### src/rtl/dac_step_scheduler_pkg.sv
// Shared types and constants for the DAC step scheduler: FSM encoding,
// request source selection and CV code width.
package dac_sched_pkg;

    localparam int         CV_W    = 12;
    localparam logic [7:0] OVR_MAX = 8'hFF;

    typedef enum logic [1:0] {
        IDLE      = 2'b00,
        ISSUE     = 2'b01,
        WAIT_DONE = 2'b10
    } state_t;

    typedef enum logic [1:0] {
        SRC_SAVE,
        SRC_PREV,
        SRC_STEP
    } src_t;

endpackage

### src/rtl/dac_step_scheduler_if.sv
// Link between the step scheduler and the I2C DAC controller: request side
// (data, enable, writeToMem) and the controller's status (SCL_t, data_reg).
interface dac_step_scheduler_if;
    import dac_sched_pkg::*;

    logic [CV_W-1:0] dac_data;
    logic            dac_enable;
    logic            dac_write_mem;
    logic            dac_scl_t;
    logic [CV_W-1:0] dac_data_reg;

    modport master (
        output dac_data, dac_enable, dac_write_mem,
        input  dac_scl_t, dac_data_reg
    );

    modport slave (
        input  dac_data, dac_enable, dac_write_mem,
        output dac_scl_t, dac_data_reg
    );

endinterface

### src/rtl/dac_step_scheduler_cv_step_table.sv
// Per-step CV register file: synchronous write, asynchronous read.
// Out-of-range addresses are ignored on write and read back as zero.
module cv_step_table
    import dac_sched_pkg::*;
#(
    parameter int NUM_STEPS = 16,
    parameter int STEP_W    = 4
) (
    input  logic              clk,
    input  logic              rst,
    input  logic              wr_en,
    input  logic [STEP_W-1:0] wr_addr,
    input  logic [CV_W-1:0]   wr_data,
    input  logic [STEP_W-1:0] rd_addr,
    output logic [CV_W-1:0]   rd_data
);

    logic [CV_W-1:0] mem [NUM_STEPS];

    always_ff @(posedge clk or posedge rst) begin
        if (rst) begin
            for (int i = 0; i < NUM_STEPS; i++) mem[i] <= '0;
        end else if (wr_en && (int'(wr_addr) < NUM_STEPS)) begin
            mem[wr_addr] <= wr_data;
        end
    end

    assign rd_data = (int'(rd_addr) < NUM_STEPS) ? mem[rd_addr] : '0;

endmodule

### src/rtl/dac_step_scheduler.sv
// Step sequencer DAC front end: steps through the CV table, merges step,
// preview and EEPROM-save requests and runs one controller transaction at a time.
module dac_step_scheduler
    import dac_sched_pkg::*;
#(
    parameter int NUM_STEPS     = 16,
    parameter int STEP_W        = 4,
    parameter int START_TIMEOUT = 4095
) (
    input  logic                clk,
    input  logic                rst,
    input  logic                run,
    input  logic                step_tick,
    input  logic                tbl_wr_en,
    input  logic [STEP_W-1:0]   tbl_wr_addr,
    input  logic [CV_W-1:0]     tbl_wr_data,
    input  logic                preview_req,
    input  logic [CV_W-1:0]     preview_data,
    input  logic                save_req,
    dac_step_scheduler_if.master dac,
    output logic [STEP_W-1:0]   cur_step,
    output logic                busy,
    output logic                timeout_err,
    output logic [7:0]          overrun_cnt
);

    localparam int TO_W = (START_TIMEOUT < 2) ? 1 : $clog2(START_TIMEOUT);
    localparam logic [TO_W-1:0] TO_LAST = TO_W'(START_TIMEOUT - 1);

    state_t            state, state_nx;
    src_t              grant_src;
    logic              run_q, run_fall, step_adv;
    logic              step_pend, prev_pend, save_pend;
    logic              clr_step, clr_prev, clr_save;
    logic              load_data, to_expire, op_save;
    logic [CV_W-1:0]   preview_buf, tbl_rd, grant_code;
    logic [TO_W-1:0]   to_cnt;

    function automatic logic [7:0] sat_inc(input logic [7:0] v);
        return (v == OVR_MAX) ? v : v + 8'd1;
    endfunction

    cv_step_table #(.NUM_STEPS(NUM_STEPS), .STEP_W(STEP_W)) u_table (
        .clk     (clk),
        .rst     (rst),
        .wr_en   (tbl_wr_en),
        .wr_addr (tbl_wr_addr),
        .wr_data (tbl_wr_data),
        .rd_addr (cur_step),
        .rd_data (tbl_rd)
    );

    assign run_fall = run_q & ~run;
    assign step_adv = step_tick & run;

    always_ff @(posedge clk or posedge rst) begin
        if (rst) state <= IDLE;
        else     state <= state_nx;
    end

    // Grant picks save > preview > step; an update equal to the controller's
    // last value is retired without touching the bus.
    always_comb begin
        state_nx   = state;
        grant_src  = SRC_STEP;
        grant_code = tbl_rd;
        clr_save   = 1'b0;
        clr_prev   = 1'b0;
        clr_step   = 1'b0;
        load_data  = 1'b0;
        to_expire  = 1'b0;
        case (state)
            IDLE: begin
                if (save_pend) begin
                    clr_save  = 1'b1;
                    grant_src = SRC_SAVE;
                    state_nx  = ISSUE;
                end else if (prev_pend) begin
                    clr_prev   = 1'b1;
                    grant_src  = SRC_PREV;
                    grant_code = preview_buf;
                    if (preview_buf != dac.dac_data_reg) begin
                        load_data = 1'b1;
                        state_nx  = ISSUE;
                    end
                end else if (step_pend) begin
                    clr_step = 1'b1;
                    if (tbl_rd != dac.dac_data_reg) begin
                        load_data = 1'b1;
                        state_nx  = ISSUE;
                    end
                end
            end
            ISSUE: begin
                if (!dac.dac_scl_t) begin
                    state_nx = WAIT_DONE;
                end else if (to_cnt == TO_LAST) begin
                    to_expire = 1'b1;
                    state_nx  = IDLE;
                end
            end
            WAIT_DONE: begin
                if (dac.dac_scl_t) state_nx = IDLE;
            end
            default: state_nx = IDLE;
        endcase
    end

    always_ff @(posedge clk or posedge rst) begin
        if (rst) begin
            run_q       <= 1'b0;
            cur_step    <= '0;
            step_pend   <= 1'b0;
            prev_pend   <= 1'b0;
            save_pend   <= 1'b0;
            preview_buf <= '0;
            overrun_cnt <= '0;
            timeout_err <= 1'b0;
            op_save     <= 1'b0;
            to_cnt      <= '0;
            dac.dac_data <= '0;
        end else begin
            run_q <= run;
            if (run_fall) begin
                cur_step  <= '0;
                step_pend <= 1'b0;
            end else begin
                if (step_adv) begin
                    if (int'(cur_step) == NUM_STEPS - 1) cur_step <= '0;
                    else                                  cur_step <= cur_step + 1'b1;
                end
                step_pend <= step_adv | (step_pend & ~clr_step);
            end
            if (step_adv && step_pend) overrun_cnt <= sat_inc(overrun_cnt);

            prev_pend <= preview_req | (prev_pend & ~clr_prev);
            save_pend <= save_req | (save_pend & ~clr_save);
            if (preview_req) preview_buf <= preview_data;

            if (state == IDLE && state_nx == ISSUE) op_save <= (grant_src == SRC_SAVE);
            if (load_data) dac.dac_data <= grant_code;

            to_cnt <= (state == ISSUE) ? to_cnt + 1'b1 : '0;
            if (to_expire) timeout_err <= 1'b1;
        end
    end

    assign busy              = (state != IDLE);
    assign dac.dac_enable    = (state == ISSUE) && !op_save;
    assign dac.dac_write_mem = (state == ISSUE) && op_save;

endmodule

### src/flat_wrapper.sv
// flat-port wrapper written by rule: the top's interface ports become plain ports
module dac_step_scheduler_flat import dac_sched_pkg::*;
#(
    parameter int NUM_STEPS     = 16,
    parameter int STEP_W        = 4,
    parameter int START_TIMEOUT = 4095
)
  (clk, rst, run, step_tick, tbl_wr_en, tbl_wr_addr, tbl_wr_data, preview_req, preview_data, save_req, cur_step, busy, timeout_err, overrun_cnt, dac_dac_data, dac_dac_enable, dac_dac_write_mem, dac_dac_scl_t, dac_dac_data_reg);
  dac_step_scheduler_if dac_i ();
  input  logic clk;
  input  logic rst;
  input  logic run;
  input  logic step_tick;
  input  logic tbl_wr_en;
  input  logic [STEP_W-1:0] tbl_wr_addr;
  input  logic [CV_W-1:0] tbl_wr_data;
  input  logic preview_req;
  input  logic [CV_W-1:0] preview_data;
  input  logic save_req;
  output logic [STEP_W-1:0] cur_step;
  output logic busy;
  output logic timeout_err;
  output logic [7:0] overrun_cnt;
  output wire logic [$bits(dac_i.dac_data)-1:0] dac_dac_data;
  output wire logic [$bits(dac_i.dac_enable)-1:0] dac_dac_enable;
  output wire logic [$bits(dac_i.dac_write_mem)-1:0] dac_dac_write_mem;
  input wire logic [$bits(dac_i.dac_scl_t)-1:0] dac_dac_scl_t;
  input wire logic [$bits(dac_i.dac_data_reg)-1:0] dac_dac_data_reg;
  assign dac_dac_data = dac_i.dac_data;
  assign dac_dac_enable = dac_i.dac_enable;
  assign dac_dac_write_mem = dac_i.dac_write_mem;
  assign dac_i.dac_scl_t = dac_dac_scl_t;
  assign dac_i.dac_data_reg = dac_dac_data_reg;
  dac_step_scheduler #(.NUM_STEPS(NUM_STEPS), .STEP_W(STEP_W), .START_TIMEOUT(START_TIMEOUT)) u_core (.clk(clk), .rst(rst), .run(run), .step_tick(step_tick), .tbl_wr_en(tbl_wr_en), .tbl_wr_addr(tbl_wr_addr), .tbl_wr_data(tbl_wr_data), .preview_req(preview_req), .preview_data(preview_data), .save_req(save_req), .dac(dac_i), .cur_step(cur_step), .busy(busy), .timeout_err(timeout_err), .overrun_cnt(overrun_cnt));
endmodule
### config.mk
export PLATFORM = sky130hd
export DESIGN_NAME = dac_step_scheduler_flat
export DESIGN_NICKNAME = d
export VERILOG_FILES = /design/src/rtl/dac_step_scheduler_pkg.sv /design/src/rtl/dac_step_scheduler_if.sv /design/src/rtl/dac_step_scheduler_cv_step_table.sv /design/src/rtl/dac_step_scheduler.sv /design/src/flat_wrapper.sv
export SDC_FILE = /design/constraint.sdc
export NUM_CORES = 1
export LEC_CHECK = 0
export ABC_CLOCK_PERIOD_IN_PS = 7300
export CORE_MARGIN = 4
export CORE_UTILIZATION = 42
export DETAILED_ROUTE_END_ITERATION = 7
export GPL_ROUTABILITY_DRIVEN = 0
export PLACE_DENSITY_LB_ADDON = 0.1
export SKIP_LAST_GASP = 1
export SLEW_MARGIN = 20
export SYNTH_ARGS = -nofsm -noshare
export SYNTH_HDL_FRONTEND = slang
export SYNTH_HIERARCHICAL = 1
export SYNTH_SLANG_ARGS = --single-unit
### constraint.sdc
create_clock -name clk -period 7.3 [get_ports clk]
set_input_delay 1.095 -clock clk [delete_from_list [all_inputs] [get_ports clk]]
set_output_delay 1.095 -clock clk [all_outputs]
set_load 0.01 [all_outputs]
# --- Word level (Yosys, flattened, before mapping) ---
# Cells that the tools add are included.
totals:
  register_bits: 248
  inputBits: 48
  elab_cells: 112
op_classes:
  add_sub_neg: 3
  magnitude_cmp: 3
  eq_ne: 8
  n_mux: 44
  bitwise: 15
  reduce_logical: 11
op_table:
  columns: ["cell", "n"]
  rows:
  - ["bitwise mux 192 bit", 1]
  - ["2-to-1 mux 12 bit", 7]
  - ["binary-select mux 12 bit (select 4 bit)", 1]
  - ["demux 12 bit (select 4 bit)", 1]
  - ["inequality test 12 bit", 2]
  - ["2-to-1 mux 2 bit", 11]
  - ["2-to-1 mux 1 bit", 19]
  - ["adder 12 x 1 -> 12 bit (second input constant)", 1]
  - ["== test 12 bit (second input constant)", 1]
  - ["2-to-1 mux 4 bit", 3]
  - ["greater-or-equal comparator 5 bit (second input constant)", 2]
  - ["NOT 4 -> 5 bit", 2]
  - ["adder 8 x 1 -> 8 bit (second input constant)", 1]
  - ["== test 8 bit (second input constant)", 1]
  - ["one-hot mux 2 bit (3 select lines)", 1]
  - ["AND 1 bit", 5]
  - ["logical AND 1 bit", 5]
  - ["< comparator 5 x 1 -> 1 bit (second input constant)", 1]
  - ["NOT 1 bit", 5]
  - ["adder 4 x 1 -> 4 bit (second input constant)", 1]
  - ["== test 2 x 1 -> 1 bit (second input constant)", 2]
  - ["== test 4 x 1 -> 1 bit (second input constant)", 1]
  - ["zero test 2 bit", 2]
  - ["nonzero test 2 bit", 2]
  - ["other kinds (4)", 6]

# --- Longest topological paths before layout ---
# Gate-level depths: netlist (run 1).
logic_depth:
  depth_word: 12
  depth_mapped: 11
  depth_no_buf: 8

# --- Cells and area by module ---
# Netlist (run 1), hierarchy kept.
modules_own_cells:
  columns: ["mod", "instances", "cells_each", "area_per_inst_um2", "seq_area_each_um2"]
  rows:
  - ["cv_step_table", 1, 539, 8652.0, 4804.6]
  - ["dac_step_scheduler", 1, 231, 2817.7, 1401.3]

# --- Worst setup path after synthesis (run 1) ---
# OpenSTA, ideal clock, no wires.
synth_path:
  kind: "register -> register"
  startpoint: "register u_core.cur_step[0]"
  endpoint: "register u_core.dac.dac_data[0]"
  setup_ns: 0.125
  arrival_ns: 2.788
  t_required_ns: 7.175
  path_slack_ns: 4.387
  stages_incl_launch_ff: 12
  n_path_buf: 3
  period_less_slack_ns: 2.913
  path_cell_list: "dfrtp_1 buf_4 buf_6 mux4_2 a22oi_1 nand2_1 xnor2_1 nand4_1 nor3_1 o32ai_2 buf_6 mux2_4"
synth_between:
  elab_chain_cells: 10
  word_cells_on_any_way: 13
  cone_classes: "1 x eq/ne; 11 x mux; 1 x bitwise"
synth_lines:
  columns: ["element", "line", "rtl"]
  rows:
  - ["start: declaration", "dac_step_scheduler.sv:21", "output logic [STEP_W-1:0] cur_step,"]
  - ["start signal: assignment", "dac_step_scheduler.sv:130", "else cur_step <= cur_step + 1'b1;"]
  - ["NOT 4 -> 5 bit (not written as such) *", "dac_step_scheduler_cv_step_table.sv:28", "assign rd_data = (int'(rd_addr) < NUM_STEPS) ? mem[rd_addr] : '0;"]
  - ["binary-select mux 12 bit (select 4 bit) *", "dac_step_scheduler_cv_step_table.sv:28", null]
  - ["2-to-1 mux 12 bit (not written as such) * (2 in series)", "dac_step_scheduler_cv_step_table.sv:28", null]
  - ["named net u_core.tbl_rd[0]", "dac_step_scheduler.sv:36", "logic [CV_W-1:0] preview_buf, tbl_rd, grant_code;"]
  - ["inequality test 12 bit", "dac_step_scheduler.sv:88", "if (tbl_rd != dac.dac_data_reg) begin"]
  - ["2-to-1 mux 1 bit", "dac_step_scheduler.sv:88", null]
  - ["2-to-1 mux 1 bit", "dac_step_scheduler.sv:86", "end else if (step_pend) begin"]
  - ["2-to-1 mux 1 bit", "dac_step_scheduler.sv:78", "end else if (prev_pend) begin"]
  - ["2-to-1 mux 1 bit", "dac_step_scheduler.sv:74", "if (save_pend) begin"]
  - ["2-to-1 mux 1 bit", "dac_step_scheduler.sv:72", "case (state)"]
  - ["end signal: assignment", "dac_step_scheduler.sv:141", "if (load_data) dac.dac_data <= grant_code;"]
  - ["end: declaration", "dac_step_scheduler_if.sv:13", "output dac_data, dac_enable, dac_write_mem,"]
# The timed path passes the listed nets; every way through them passes the cells marked *. The select of a mux whose other input is x is not followed.
# A chain may end at the register's enable or synchronous reset.

# --- Final worst setup path (run 1) ---
layout_path:
  startpoint: "register u_core.cur_step[1]"
  endpoint: "register u_core.dac.dac_data[9]"
# The elaborated chain is that of the path after synthesis.

==> results of run 1 <==
## through the flow
stage,util,cells
6_report,0.502,1203
2_1_floorplan,-,770
3_3_place_gp,0.466,1152
5_1_grt,0.502,1203
3_5_place_dp,0.466,1152
4_1_cts,0.502,1203
## logic make-up (layout without fill, tap and decap cells)
family | after synthesis | in the layout
multiplexers | 278 | 278
adder cells (fa/ha/maj) | 4 | 4
AND/OR/NAND/NOR | 98 | 98
AO/OA/AOI/OAI | 47 | 47
XOR/XNOR | 41 | 41
flip-flops | 248 | 248
buffers and inverters | 54 | 146
## power by group
group	leakage (nW)	internal, W	switching [W]
Combinational	2.12	0.000624	0.000376
Sequential	3.06	0.00169	0.000229
Clock	0.472	0.000906	0.000548
## worst max path at each step
stage / from / end / slack, ns / depth (start not counted)
2_1_floorplan: rst / u_core/u_table/mem[0] / 0.98 / 1
3_3_place_gp: u_core/cur_step[1] / u_core/dac.dac_data[10] / 3.57 / 10
3_5_place_dp: u_core/cur_step[1] / u_core/dac.dac_data[9] / 3.50 / 10
4_1_cts: u_core/cur_step[1] / u_core/dac.dac_data[9] / 3.49 / 10
5_1_grt: u_core/cur_step[1] / u_core/dac.dac_data[9] / 3.26 / 10
6_report: u_core/cur_step[1] / u_core/dac.dac_data[9] / 3.49 / 10
## Yosys cell counts (all sizes together), types with 2 or more instances
| master | instances |
|---|---|
| a22oi | 24 |
| a21o | 4 |
| clkbuf | 18 |
| or2b | 2 |
| mux4 | 48 |
| nor3 | 3 |
| nand3b | 2 |
| nand2b | 5 |
| nand2 | 22 |
| dfrtp | 248 |
| and4 | 3 |
| nor2 | 27 |
| xor2 | 11 |
| a21oi | 5 |
| o21ai | 6 |
| and3 | 5 |
| nand4 | 9 |
| or3 | 3 |
| nor2b | 4 |
| ha | 4 |
| xnor2 | 30 |
| buf | 29 |
| mux2 | 229 |
| inv | 7 |
| nand3 | 9 |
## layout make-up
type,instances,area (um2),area share
inverter,7,31.3,0.00232
clock inverter,10,153,0.0113
sequential,248,6210,0.460
timing repair buffer,88,848,0.0629
tap,341,427,0.0316
clock buffer,41,811,0.0601
multi-input combinational,468,5010,0.371
## per-layer routing
metal | track usage | routed length, um | vias up
met2 | 0.301 | 13200 | 166
li1 | - | - | 2975
met3 | 0.0292 | 1310 | 40
met4 | 0.0449 | 565 | 0
met1 | 0.263 | 12500 | 3575
met5 | 0 | 0 | -
## cells in the final DEF, fill, tap and decap left out, types with 5 or more instances in the layout
cell type and count:
mux2_2 209, buf_4 13, and3_1 5, clkinv_2 5
nand4_1 9, mux4_2 48, mux2_1 10, nor2_2 6
a22oi_1 24, xnor2_1 30, nand2_1 22, nand2b_1 5
mux2_4 10, dfrtp_1 246, nor2_1 20, clkdlybuf4s50_1 75
xor2_1 11, clkbuf_16 29, clkbuf_1 8, o21ai_0 6
nand3_1 9, a21oi_1 5
==> summary.md, run 1 <==
| Metric | Value |
|---|---|
| Nature of the critical path endpoint | flip-flop |
| Fin area | ~13000 um2 |
| TritonRoute pass-1 iters | 4 |
| Starting DRC count in detailed routing | about 400 |
| Critical Path Slowest Stage Cell | dfrtp_2 |
| Req. time, crit path | just under 8 ns |
| PwrDens | between 300 and 400 nW/um2 |
| Clock-pin slew on the worst setup and hold paths | ~0.060 ns |
| Fin. max-slew vios | 0 |
| Clock latency on the worst-skew pair | approximately 0.53 ns |
| DRC errors left | 0 |
| Top cells by area, synth | dfrtp_1 54%, mux2_2 21%, mux4_2 9.4% |
| Post-Synth Adder-Cell Area | 0.00436 |
| Initial antenna violation count | 0 |
| Cts bufs inserted | 28 |
| Cells on worst reg2reg path | 10 |
| WP data arrival | 4.22 ns |
| Worst Hold Class | flip-flop to flip-flop |
| Pleak | ~5.7 nW |
| Post-synthesis xor/xnor area fraction | 0.0313 |
| F_max | roughly 260 MHz |
| Max reg flops | approximately 190 |
| Simple-gate share of the synthesized area | 0.0461 |
| Nets@finish | 893 |
| Layout cell share with drive strength beyond 1 | 0.400 |
| GRT Residual Overflow | 0 |
| Relative slew slack | 0.225 |
| CTS Sinks | 248 |
| Pwr Total | 0.00437 W |
| Fillers | between 2000 and 2500 |
| Ports | 76 |
| Total negative slack | 0 ns |
| EDFF count, synth | 0 |
| Vias per inst | about 5.6 |
| Final WS setup | ~3.5 ns |
| CP top delay family | flip-flops |
| Root Buffer | clkbuf_16 |
| Core region area | 26900 um2 |
| Number of distinct library cells after synthesis | 47 |
| Syn nets | a little over 800 |
| Period Utilization, post-route | 0.521 |
| Setup Skew | roughly 0.0084 ns |
| Hpwl dp | roughly 18000 um |
| Synth top area share | 0.541 |
| Final setup fails | 0 |
| CTS tree | done |
| Post-Syn Area | 11500 um2 |
| Worst Max-Slew Pin Slew | approximately 1.2 ns |
| Clk buf depth | 3 |
| WL/cell | 22.9 um |
| Hold Path Origin | u_core/timeout_err |
| Total length of routed wires | about 28000 um |
| Nature of the critical path startpoint | flip-flop |
| Cell Chain, Critical Path | buf_4, mux4_2, a22oi_1, nand2_1, xnor2_1, nand4_1, nor3_1, o32ai_2, buf_4, mux2_1 |
| Final Hold Viols | 0 |
| # Max-Cap Violations | 0 |
| R2r startpoint | u_core/cur_step[1] |
| Post-synth ARST share | 1.00 |
| Top cell by count, worst path | buf_4 |
| Max rail drop VDD | between 150 and 200 uV |
| Hold Path Cell Cnt | 1 |
| Cell type with the largest total area after synthesis | dfrtp_1 |
| Total track usage | 0.185 |
| Starting Density | 0.427 |
| Pin count of the biggest net entering global routing | 78 |
| Syn-to-layout area delta | 17.6% |
| Sequential share of the synthesized area | 0.541 |
| Port bufs | 75 |
| Hold path endpoint | u_core/timeout_err |
| Slowest Stage Delay on Critical Path | roughly 0.9 ns |
| Mapped Avg Cell Area | about 15 um2 |
| YS warnings | 6 |
| Run status | finished clean |
| Minimum clock period | approximately 3.8 ns |
| Largest family of logic cells by synthesized area | multiplexers |
| Reg2Reg Setup Slack | approximately 3.5 ns |
| Cts repair resizes | 0 |
| RR Endpoint | u_core/dac.dac_data[9] |
| Post-synth top flop | dfrtp_1 |
| Flops & latches, synth | between 200 and 250 |
| Final hold slack | around 0.48 ns |
| Cells after Synth | just under 800 |
| Via count | ~6800 |
| DIE AREA | approximately 30000 um2 |
| CTS H-tree depth | 1 |
| Die Y-Extent | 173 um |
| Vias in the first global route | about 7400 |
| DP Worst Slack | 3.50 ns |
| Antenna-violating nets left | 0 |
| Mux cell area share after synthesis | 0.323 |
| RSZ-0062 raised after global routing | false |
| First-pass GRT wire length | 44000 um |
| Largest Register | u_core/u_table/mem |
| Critical path class | flip-flop to flip-flop |
| Number of diodes | 0 |
| Max FO, Critical Path | 28 |
| Worst Path Buf+Inv | 2 |
| Compound-Gate Fraction of Synth Area | 0.0304 |
| Hold bufs inserted after CTS | 0 |
| Post-CTS Setup Repair Bufs | 0 |
| Chip width | around 170 um |
| Area post-placement | around 13000 um2 |
| Rows | 60 |
Note: power is estimated with default switching activity, not from simulation.
==> run 2, diff against run 1 <==
ABC_CLOCK_PERIOD_IN_PS = 3900   (was 7300)
clock period = 3.9 ns   (was 7.3 ns; I/O delays follow)
==> run 2 against run 1 <==
  * First-iteration DRC count is 20% lower
  * Critical path depth did not move
  * Combinational power rose by 96%
  * Clock skew grew 0.0028 ns
  * Routed wire length up 2.3%
  * Sequential share of layout area decreased by 0.61 points
  * Sequential power grew 85%
  * Worst setup slack got worse by 3.0 ns
  * Total power up 90%
  * Sequential cell count unchanged
  * Cell area rose by 1.3%
  * Via count increased by 0.75%
  * Critical endpoint unchanged
  * Largest cell class unchanged
==> summary.md, run 2 (same netlist as run 1, synthesis figures left out) <==
| Metric | Value |
|---|---|
| Run status | finished clean |
| Die Y-Extent | ~170 um |
| Post-CTS Setup Repair Bufs | 0 |
| Clock-pin slew on the worst setup and hold paths | 0.06 ns |
| Minimum clock period | about 3.4 ns |
| Period Utilization, post-route | 0.876 |
| Total area of sequential cells | between 6000 and 7000 um2 |
| Total negative slack | 0 ns |
| Slowest Stage Delay on Critical Path | a little over 0.7 ns |
| Critical Path Slowest Stage Cell | dfrtp_4 |
| Final Hold Viols | 0 |
| Max reg flops | approximately 190 |
| Starting DRC count in detailed routing | between 300 and 400 |
| PwrDens | just over 600 nW/um2 |
| DRC errors left | 0 |
| Worst Path Buf+Inv | 2 |
| Vias in the first global route | around 7600 |
| CTS Sinks | between 200 and 250 |
| GRT Residual Overflow | 0 |
| Inst Count DP | roughly 1200 |
| Vias per inst | about 5.6 |
| Critical path class | flip-flop to flip-flop |
| DIE AREA | between 30000 and 40000 um2 |
| WL/cell | approximately 23 um |
| Nature of the critical path endpoint | flip-flop |
| Met3 Usage GRT | 0.0268 |
| Nets@finish | slightly above 900 |
| # Max-Cap Violations | 0 |
| Largest Register | u_core/u_table/mem |
| F_max | approximately 290 MHz |
| Fin. max-slew vios | 0 |
| Nature of the critical path startpoint | flip-flop |
| Max rail drop VDD | around 340 uV |
| GRT met2 Usage | 0.320 |
| Port bufs | 75 |
| Clock latency on the worst-skew pair | between 0.5 and 0.6 ns |
| Relative slew slack | 0.364 |
| R2r startpoint | u_core/cur_step[0] |
| Core region area | 26900 um2 |
| TritonRoute pass-1 iters | 4 |
| Layout cell share with drive strength beyond 1 | 0.409 |
| Area occupied by multi-input gates | ~5000 um2 |
| Setup Skew | roughly 0.011 ns |
| Cell Chain, Critical Path | buf_12, mux4_2, a22oi_1, nand2_1, xnor2_1, nand4_1, nor3_1, o32ai_2, buf_4, mux2_1 |
| Starting Density | 0.427 |
| Max FO, Critical Path | 34 |
| Met1 Usage GRT | 0.266 |
| CP top delay family | multiplexers |
| Most common cell after layout, fill and taps aside | dfrtp_1 |
| Clk buf depth | 3 |
| WP data arrival | between 3 and 4 ns |
| Post-route insts no fill | around 1200 |
| Req. time, crit path | 4.32 ns |
| Fillers | approximately 2200 |
| CTS tree | done |
| Area post-placement | around 13000 um2 |
| Most frequent cells in the layout | 246 x dfrtp_1, 209 x mux2_2, 75 x clkdlybuf4s50_1, 48 x mux4_2, 30 x xnor2_1 |
| Initial antenna violation count | 1 |
| Hold bufs inserted after CTS | 0 |
| Final setup fails | 0 |
| RSZ-0062 raised after global routing | false |
| Worst Max-Slew Pin Slew | around 0.95 ns |
| First-pass GRT wire length | 45200 um |
| Worst Setup SP | u_core/cur_step[0] |
| Chip width | approximately 170 um |
| Root Buffer | clkbuf_16 |
| Syn-to-layout area delta | 19.2% |
| Total track usage | 0.191 |
| CTS H-tree depth | 1 |
| Busiest grt layer | met2 |
| Pin count of the biggest net entering global routing | 73 |
| Ports | 76 |
| Via count | 6807 |
| Worst Hold Class | input pin to asynchronous set/reset pin |
| Number of diodes | 0 |
| Hpwl dp | approximately 18000 um |
| Pleak | 5.75 nW |
| Antenna-violating nets left | 0 |
| Rows | 60 |
| Cts bufs inserted | 29 |
| Cts repair resizes | 0 |
| Fin area | 13700 um2 |
| Total length of routed wires | 28200 um |
-- run 2: cell count changes in the layout (fill, tap and decap cells not counted), sizes merged --
cell	previous run	this run
buf	13	26
bufinv	4	5
clkbuf	41	35
clkinv	5	7
clkinvlp	1	6
-- run 2: through the flow --
stage	hold WS (ns)	total power (W)	worst slack (ns)	utilization
finish	0.356	0.00832	0.485	0.509
global route	0.363	0.00876	0.140	0.509
CTS	0.342	0.00842	0.409	0.509
detailed placement	0.465	0.00557	0.430	0.471
global placement	0.453	0.00547	0.454	0.471
floorplan	0.469	0.00487	0.839	-
-- run 2: cell type report --
cell class	instances	area share
Clock buffer	35	0.0569
Clock inverter	18	0.0172
Inverter	7	0.00220
Multi-Input combinational cell	468	0.365
Sequential cell	248	0.454
Tap cell	341	0.0312
Timing Repair Buffer	101	0.0728
-- run 2: power by group --
part           switching [W]  leakage, nW  internal, W
combinational       0.000770         2.20      0.00119
clock                0.00107        0.486      0.00175
sequential          0.000382         3.06      0.00317
-- run 2: final timing paths --
check | cells past startpoint | slack (ns) | end
min in group clk | 1 | 0.47 | u_core/timeout_err
max in group asynchronous | 3 | 2.21 | u_core/u_table/mem[159]
worst max-delay path | 10 | 0.49 | u_core/dac.dac_data[9]
worst min-delay path | 2 | 0.36 | u_core/overrun_cnt[1]
worst max register to register | 10 | 0.49 | u_core/dac.dac_data[9]
worst min register to register | 1 | 0.47 | u_core/timeout_err
-- run 2: metal layers --
layer / share of wire / vias to the layer above
met3: 0.045 / 43
met2: 0.49 / 157
li1: - / 2999
met4: 0.018 / 0
met1: 0.45 / 3608
met5: 0 / -
==> run 3, diff against run 2 <==
GPL_ROUTABILITY_DRIVEN = unset   (was 0)
==> results of run 3 <==
Same layout as run 2: the final DEF is identical, and so are final timing and power.
